File: src/rtl/qcore_ctrl_pipe.sv
// rtl/qcore_ctrl_pipe.sv - write-back control pipeline RD->X1->X2->WR with bubbles, flush, halt
// Carries per-instruction write-back control fields and a saturating stall counter.
module qcore_ctrl_pipe #(
    parameter int ADDR_W = 7,
    parameter int SRC_W  = 2,
    parameter int CNT_W  = 16
) (
    input  logic              clk_i,
    input  logic              rst_i,
    input  logic              halt_i,
    input  logic              id_valid_i,
    input  logic              id_we_i,
    input  logic [ADDR_W-1:0] id_addr_i,
    input  logic [SRC_W-1:0]  id_src_i,
    input  logic              id_wave_we_i,
    input  logic              id_port_re_i,
    input  logic              id_flag_we_i,
    input  logic              bubble_id_i,
    input  logic              bubble_rd_i,
    input  logic              flush_i,
    input  logic              clr_cnt_i,
    output logic              rd_we_o,
    output logic              x1_we_o,
    output logic              x2_we_o,
    output logic              wr_we_o,
    output logic [ADDR_W-1:0] rd_addr_o,
    output logic [ADDR_W-1:0] x1_addr_o,
    output logic [ADDR_W-1:0] x2_addr_o,
    output logic [ADDR_W-1:0] wr_addr_o,
    output logic [SRC_W-1:0]  rd_src_o,
    output logic [SRC_W-1:0]  x1_src_o,
    output logic [SRC_W-1:0]  x2_src_o,
    output logic [SRC_W-1:0]  wr_src_o,
    output logic              rd_wave_we_o,
    output logic              x1_wave_we_o,
    output logic              x2_wave_we_o,
    output logic              rd_port_re_o,
    output logic              x1_port_re_o,
    output logic              x2_port_re_o,
    output logic              flag_we_o,
    output logic              id_en_o,
    output logic              rd_en_o,
    output logic [CNT_W-1:0]  stall_cnt_o
);

    typedef struct packed {
        logic              valid;
        logic              we;
        logic [ADDR_W-1:0] addr;
        logic [SRC_W-1:0]  src;
        logic              wave_we;
        logic              port_re;
        logic              flag_we;
    } stage_t;

    stage_t            w_id;
    stage_t            r_rd, r_x1, r_x2;
    logic              r_wr_valid, r_wr_we;
    logic [ADDR_W-1:0] r_wr_addr;
    logic [SRC_W-1:0]  r_wr_src;
    logic [CNT_W-1:0]  r_stall_cnt;
    logic              w_bubble;

    assign w_id = '{valid: id_valid_i, we: id_we_i, addr: id_addr_i, src: id_src_i,
                    wave_we: id_wave_we_i, port_re: id_port_re_i, flag_we: id_flag_we_i};

    // A flush overrides any bubble raised in the same cycle.
    assign w_bubble = (bubble_id_i | bubble_rd_i) & ~flush_i;
    assign id_en_o  = ~halt_i & ~w_bubble;
    assign rd_en_o  = ~halt_i & (flush_i | ~bubble_rd_i);

    always_ff @(posedge clk_i or posedge rst_i) begin
        if (rst_i) begin
            r_rd       <= '0;
            r_x1       <= '0;
            r_x2       <= '0;
            r_wr_valid <= 1'b0;
            r_wr_we    <= 1'b0;
            r_wr_addr  <= '0;
            r_wr_src   <= '0;
        end else if (!halt_i) begin
            r_wr_valid <= r_x2.valid;
            r_wr_we    <= r_x2.we;
            r_wr_addr  <= r_x2.addr;
            r_wr_src   <= r_x2.src;
            r_x2       <= r_x1;
            if (flush_i) begin
                r_x1 <= '0;
                r_rd <= '0;
            end else if (bubble_rd_i) begin
                r_x1 <= '0;
            end else if (bubble_id_i) begin
                r_x1 <= r_rd;
                r_rd <= '0;
            end else begin
                r_x1 <= r_rd;
                r_rd <= w_id;
            end
        end
    end

    always_ff @(posedge clk_i or posedge rst_i) begin
        if (rst_i) begin
            r_stall_cnt <= '0;
        end else if (!halt_i) begin
            if (clr_cnt_i) begin
                r_stall_cnt <= '0;
            end else if (w_bubble && (r_stall_cnt != {CNT_W{1'b1}})) begin
                r_stall_cnt <= r_stall_cnt + CNT_W'(1);
            end
        end
    end

    assign rd_we_o      = r_rd.valid & r_rd.we;
    assign x1_we_o      = r_x1.valid & r_x1.we;
    assign x2_we_o      = r_x2.valid & r_x2.we;
    assign wr_we_o      = r_wr_valid & r_wr_we;
    assign rd_addr_o    = r_rd.addr;
    assign x1_addr_o    = r_x1.addr;
    assign x2_addr_o    = r_x2.addr;
    assign wr_addr_o    = r_wr_addr;
    assign rd_src_o     = r_rd.src;
    assign x1_src_o     = r_x1.src;
    assign x2_src_o     = r_x2.src;
    assign wr_src_o     = r_wr_src;
    assign rd_wave_we_o = r_rd.valid & r_rd.wave_we;
    assign x1_wave_we_o = r_x1.valid & r_x1.wave_we;
    assign x2_wave_we_o = r_x2.valid & r_x2.wave_we;
    assign rd_port_re_o = r_rd.valid & r_rd.port_re;
    assign x1_port_re_o = r_x1.valid & r_x1.port_re;
    assign x2_port_re_o = r_x2.valid & r_x2.port_re;
    assign flag_we_o    = (r_rd.valid & r_rd.flag_we) | (r_x1.valid & r_x1.flag_we)
                        | (r_x2.valid & r_x2.flag_we);
    assign stall_cnt_o  = r_stall_cnt;

endmodule

File: config.mk
export PLATFORM = sky130hd
export DESIGN_NAME = qcore_ctrl_pipe
export DESIGN_NICKNAME = d
export VERILOG_FILES = /design/src/rtl/qcore_ctrl_pipe.sv
export SDC_FILE = /design/constraint.sdc
export NUM_CORES = 1
export LEC_CHECK = 0
export ABC_AREA = 1
export CAP_MARGIN = 30
export CORE_UTILIZATION = 44
export DETAILED_ROUTE_END_ITERATION = 7
export MAX_ROUTING_LAYER = met4
export PLACE_DENSITY = 0.76
export SLEW_MARGIN = 20
export SYNTH_ARGS = -nofsm -noshare
export SYNTH_HDL_FRONTEND = slang
export SYNTH_SLANG_ARGS = --single-unit
File: constraint.sdc
create_clock -name clk_i -period 2.29 [get_ports clk_i]
set_clock_uncertainty 0.2 [all_clocks]
set_input_delay 0.458 -clock clk_i [delete_from_list [all_inputs] [get_ports clk_i]]
set_output_delay 0.458 -clock clk_i [all_outputs]
set_load 0.02 [all_outputs]
==> summary.txt, run 1 <==
Async set-reset flop share out of synthesis: 100%
Pre-Repair DR Iteration Count: 4
Cell Rows: 31
Max Fanout on Critical Path: 3
Fillcell total: 696
Tcrit/Tclk final: 97.9%
Count of pins over their slew limit: 0
Switching power total: 0.704 mW
First-pass GRT wire length: 12900 um
Top post-synthesis cells by area: dfrtp_1 51%, nand2_1 15%, inv_1 6.1%
Placeable Area: 0.00737 mm^2
Finish-stage setup viols: 0
Initial antenna violation count: 0
Via density: 4.88
Routing usage on met2: 32.0%
Peak Freq: 0.446 GHz
Final Power: 2.53 mW
Tightest Pin Transition: 0.877 ns
Top cells by count, synth: 132 x nand2_1, 69 x dfrtp_1, 55 x inv_1
I/O Buffers: 85
Hold EP: wr_src_o[0]
Global-route track usage on met1: 26.5%
Final hold viol count: 0
Die ar.: 0.00808 mm^2
Largest net degree at the start of global routing: 70
Flop pwr share: 51.2%
Synth top area share: 50.8%
Clock share of power: 36.1%
Crit Path Category: in2out
WP data arrival: 1.58 ns
Total gr overflow: 0
WL/cell: 12.8 um
Cell variety after synth: 24
DRC violation count after routing: 0
Share of post-route cells with drive strength above 1: 7.43%
Syn. warnings: 0
Nets: 515
Max IR drop VDD: 0.380 mV
Status: finished, final reports clean
Finished Cell Area: 0.00439 mm^2
Post-route ant nets: 0
Syn Std Cell Area: 0.00340 mm^2
Most Crowded Layer GR: met2
DRT Wirelength: 7620 um
TritonCTS buffer count: 9
CTS tree: done
Multi-input gate area: 0.00119 mm^2
Chip width: 89.9 um
Synth Flop Type: dfrtp_1
Final min period: 2.24 ns
Die Ht: 89.9 um
Reg2reg end: stall_cnt_o[7]
Core Util, Final: 59.6%
I/O pins: 86
Ant. Diodes: 0
Via count: 2913
Syn Inst Count: 430
Comb power frac: 12.7%
Count leader, synth: nand2_1
Hold path depth: 2
Synth-to-layout area growth: 29.1%
Clock Latency Late Sink: 0.34 ns
EDFF count, synth: 0
Clock-pin slew on the worst setup and hold paths: 0.08 ns
FF-to-FF setup slack: 0.36 ns
Root buffer cell: clkbuf_8
Unrepaired setup endpoints after global routing: false
Hold path start: wr_src_o[0]
Placer Congestion: 0.846
Sequential fraction of the synthesis area: 50.8%
Register area: 0.00173 mm^2
Bufs on Longest Clock Path: 2
1st-iter DRT viols: 154
Switching share of total power: 27.8%
Synth Net Count: 452
Max-Cap Viols: 0
Yosys top cell by area: dfrtp_1
Final hold slack: 0.277 ns
GRT met3 Usage: 3.64%
Min-Delay Path Class: reg2reg
HPWL after DPL: 5460 um
Worst slew margin: 41.3%
Flop and latch count out of synthesis: 69
Worst r2r src: stall_cnt_o[1]
FF-to-FF path depth: 9
Leakage power: 2.06 nW
CP Capture Type: output pin
Clk sinks: 69
Internal: 1.83 mW
Vias in the first global route: 2802
H-tree levels: 3
CP Data Required Time: 1.63 ns
Mean area per synthesized cell: 7.91 um^2
Power Density: 577 mW/mm^2
Post-DP Area: 0.00421 mm^2
Critical Path Source Type: input port
Total GRT Usage: 20.6%
Starting density of the core: 46.1%
[cell usage in the layout (no fill, tap or decap), types with 2 or more instances in the layout]
master           instances
nand2_1                132
clkdlybuf4s50_1         82
dfrtp_1                 69
inv_1                   54
nor2_1                  34
o21ai_0                 34
nand3_1                 30
o32ai_1                 11
clkbuf_8                10
buf_4                    9
a21oi_1                  4
nor2_2                   3
nand4_1                  3
clkinv_4                 3
nand2_4                  2
clkinvlp_4               2
dlygate4sd2_1            2
buf_12                   2
[per-stage QoR]
stage | worst slack, ns | instances | TNS, ns
3_3_place_gp | -0.230 | 581 | -2.35
4_1_cts | 0.00638 | 597 | 0
6_report | 0.0484 | 597 | 0
3_5_place_dp | -0.253 | 581 | -2.76
5_1_grt | 0.0175 | 597 | 0
2_1_floorplan | 0.258 | 430 | 0
[sequential cells by signal (all words and copies together) (netlist names)]
register and count:
r_rd 5, r_wr_valid 1, r_wr_we 1, r_x1 5
r_x2 5, rd_addr_o 7, rd_src_o 2, stall_cnt_o 16
wr_addr_o 7, wr_src_o 2, x1_addr_o 7, x1_src_o 2
x2_addr_o 7, x2_src_o 2
[metal layers]
layer,up-vias,wire [um]
met4,0,137
met5,-,0
met1,1384,3410
li1,1446,-
met3,10,387
met2,73,3680
[critical path: stages]
cell and delay, ns:
clkdlybuf4s50_1 0.52, nor2_1 0.06, nor2_2 0.15, nor2_1 0.06
dlygate4sd2_1 0.33
[power by group through the flow]
stage	sequential, mW	clock, mW	combinational [mW]
6_report	1.30	0.914	0.321
3_5_place_dp	1.32	0	0.326
2_1_floorplan	1.32	0	0.187
4_1_cts	1.30	0.940	0.326
5_1_grt	1.30	0.991	0.352
3_3_place_gp	1.32	0	0.322
[worst max path at each step]
stage	startpoint	endpoint	slack, ns
after floorplan	halt_i	rd_en_o	0.26
after global routing	bubble_rd_i	id_en_o	0.02
final	bubble_rd_i	id_en_o	0.05
after detailed placement	flush_i	rd_en_o	-0.25
after CTS	flush_i	rd_en_o	0.006
after global placement	flush_i	rd_en_o	-0.23
[area by class of cell]
| type | count | area share [%] |
|---|---|---|
| Clock buffer | 10 | 3.13 |
| Clock inverter | 6 | 1.08 |
| Inverter | 55 | 4.79 |
| Multi-Input combinational cell | 262 | 27.2 |
| Sequential cell | 69 | 39.3 |
| Tap cell | 99 | 2.82 |
| Timing Repair Buffer | 96 | 21.7 |
[cells by family (layout without fill, tap and decap cells)]
kind of cell,after synthesis,after routing,share of synthesized area (%)
XOR/XNOR,1,1,0.258
flip-flops,69,69,50.8
AND/OR/NAND/NOR,207,207,25.0
AO/OA/AOI/OAI,53,53,9.31
buffers and inverters,99,167,14.3
adder cells (fa/ha/maj),1,1,0.368
[repair_timing]
action / 4_1_cts / 5_1_grt
buffers inserted: 0 / 0
hold buffers: 0 / 0
endpoints found under the setup margin: 3 / 1
cloned: 0 / 0
gates resized for setup: 4 / 2
(Power assumes the default switching activity.)
==> run 2, diff against run 1 <==
==> constraint.sdc (replaced) <==
create_clock -name clk_i -period 2 [get_ports clk_i]
set_clock_uncertainty 0.2 [all_clocks]
set_input_delay 0.4 -clock clk_i [delete_from_list [all_inputs] [get_ports clk_i]]
set_output_delay 0.4 -clock clk_i [all_outputs]
set_load 0.02 [all_outputs]
==> run 2 against run 1 <==
Net effect: wire length is 1.4% higher; critical path depth stayed put; sequential power is 14% higher; worst setup slack worse by 0.0021 ns; power is 26% higher; die area stayed put; combinational power is 20% higher; first-iteration DRC count is 29% higher; final cell count is 1.2% higher; cell area is 2.5% higher; non-clock buffer count is 7 higher; utilization is 1.5 points higher; largest cell class unchanged.
==> summary.txt, run 2 (synthesis gave the netlist of run 1 again) <==
Status: finished, final reports clean
Via density: 4.94 (+1.3%)
Clock Latency Late Sink: 0.34 ns (about the same)
Finish-stage setup viols: 0 (unchanged)
Synth-to-layout area growth: 32.3%
Count of pins over their slew limit: 0 (unchanged)
Total gr overflow: 0 (unchanged)
WL/cell: 12.8 um (+0.19%)
Max Fanout on Critical Path: 3 (unchanged)
Clk sinks: 69 (unchanged)
H-tree levels: 3 (unchanged)
Ant. Diodes: 0 (unchanged)
Total GRT Usage: 20.7% (+0.14 points)
CP bufs+invs: 2 (unchanged)
Tcrit/Tclk final: 97.7%
Tightest Pin Transition: 0.864 ns (-0.0123 ns)
Leakage power: 2.39 nW (+16%)
Final hold slack: 0.279 ns (+0.00200 ns)
TritonCTS buffer count: 9 (unchanged)
Fillcell total: 646 (-7.2%)
Via count: 2984 (+2.4%)
Die Ht: 89.9 um (unchanged)
Cell Rows: 31 (unchanged)
DRC violation count after routing: 0 (unchanged)
I/O Buffers: 85 (unchanged)
Largest net degree at the start of global routing: 70 (unchanged)
Setup ws final: 0.0463 ns (-0.00206 ns)
Cell count after placement: 587 (+1.0%)
Max IR drop VDD: 0.428 mV (+13%)
Pre-Repair DR Iteration Count: 4 (unchanged)
Post-DP Area: 0.00427 mm^2 (+1.4%)
Chip width: 89.9 um (unchanged)
CP Capture Type: output pin
Root buffer cell: clkbuf_8
Finished Cell Area: 0.00450 mm^2 (+2.5%)
HPWL after DPL: 5500 um (+0.68%)
Power Density: 707 mW/mm^2 (+23%)
Post-route insts no fill: 604 (+1.2%)
Multi-input gate area: 0.00119 mm^2 (unchanged)
First-pass GRT wire length: 13000 um (+0.32%)
Register area: 0.00173 mm^2 (unchanged)
Commonest non-fill, non-tap cell in the layout: nand2_1
Cell mode on critical path: nor2_1
Max incr delay on CP: 0.52 ns (about the same)
CTS tree: done
DRT Wirelength: 7720 um (+1.4%)
Worst slew margin: 42.2% (+0.82 points)
CP Data Required Time: 1.40 ns (-0.23 ns)
Clock-pin slew on the worst setup and hold paths: 0.07 ns (about the same)
Final min period: 1.95 ns
Post-route ant nets: 0 (unchanged)
Max reg flops: 16 (unchanged)
I/O pins: 86 (unchanged)
Bufs on Longest Clock Path: 2 (unchanged)
Share of post-route cells with drive strength above 1: 9.11% (+1.7 points)
Final hold viol count: 0 (unchanged)
Crit Path Category: in2out
Placeable Area: 0.00737 mm^2 (unchanged)
Nets: 522 (+1.4%)
1st-iter DRT viols: 198 (+29%)
Die ar.: 0.00808 mm^2 (unchanged)
Vias in the first global route: 2738 (-2.3%)
Worst path slowest cell: clkdlybuf4s50_1
Placer Congestion: 0.855 (+1.1%)
Hold Buf Count CTS: 0 (unchanged)
Critical Path Source Type: input port
Setup WS pre-CTS: -0.436 ns (-0.184 ns)
CP delay by family, top: buffers and inverters
Unrepaired setup endpoints after global routing: false
Max-Cap Viols: 0 (unchanged)
WP data arrival: 1.35 ns (-0.23 ns)
Initial antenna violation count: 0 (unchanged)
Most frequent cells in the layout: 132 x nand2_1, 69 x dfrtp_1, 54 x inv_1, 52 x clkdlybuf4s50_1
Peak Freq: 0.512 GHz
Min-Delay Path Class: reg2reg
Crit-path cells: clkdlybuf4s50_1 -> nor2_1 -> nor2_2 -> nor2_1 -> buf_2
Core Util, Final: 61.0% (+1.5 points)
Starting density of the core: 46.1% (unchanged)
## run 2: cell types whose count changed in the layout (fill, tap and decap cells not counted), sizes merged
cell / delta
dlymetal6s2s: +10
inv: +3
bufinv: +2
buf: +9
clkbuf: -1
clkdlybuf4s50: -30
dlygate4sd2: +18
clkinv: -4
## run 2: repair_timing
| action | in CTS | in global routing |
|---|---|---|
| resized for setup | 30 | 15 |
| setup endpoints to repair | 23 | 39 |
| pin swaps | 0 | 1 |
| buffers inserted | 0 | 1 |
## run 2: where the power goes
part	internal, mW	total (mW)	switching (mW)
logic	0.165	0.386	0.222
registers	1.45	1.48	0.0341
clock network	0.724	1.31	0.589
total	2.33	3.18	0.845
## run 2: final cells by class
cell class | instances | area share (%)
Clock buffer | 9 | 2.75
Clock inverter | 7 | 2.34
Inverter | 55 | 4.67
Multi-Input combinational cell | 262 | 26.5
Sequential cell | 69 | 38.4
Tap cell | 99 | 2.75
Timing Repair Buffer | 103 | 22.6
## run 2: final timing paths
kind                                      from              end  slack, ns  cells after the start
max in group asynchronous                rst_i  stall_cnt_o[11]       0.98                      3
min in group asynchronous                rst_i   stall_cnt_o[2]       0.30                      3
worst max register to register  stall_cnt_o[0]  stall_cnt_o[10]       0.13                      9
worst min-delay path              wr_addr_o[0]     wr_addr_o[0]       0.28                      2
worst max-delay path               bubble_rd_i          id_en_o       0.05                      5
worst min register to register    wr_addr_o[0]     wr_addr_o[0]       0.28                      2
## run 2: tightest hold or removal path: stages, from the launching register on
cell and delay [ns]:
dfrtp_1 0.35, nand2_1 0.05, nand2_1 0.05
## run 2: per-stage QoR
step	total power, mW	TNS [ns]
2_1_floorplan	1.73	0
3_3_place_gp	1.89	-12.04
3_5_place_dp	1.90	-12.42
4_1_cts	3.21	-0.0118
5_1_grt	3.31	0
6_report	3.18	0
## run 2: metal layers
metal | global-route usage (%) | vias up | wire length [um]
met4 | 7.12 | 0 | 67
li1 | - | 1468 | -
met3 | 4.23 | 8 | 344
met5 | - | - | 0
met1 | 26.5 | 1425 | 3490
met2 | 32.9 | 83 | 3820
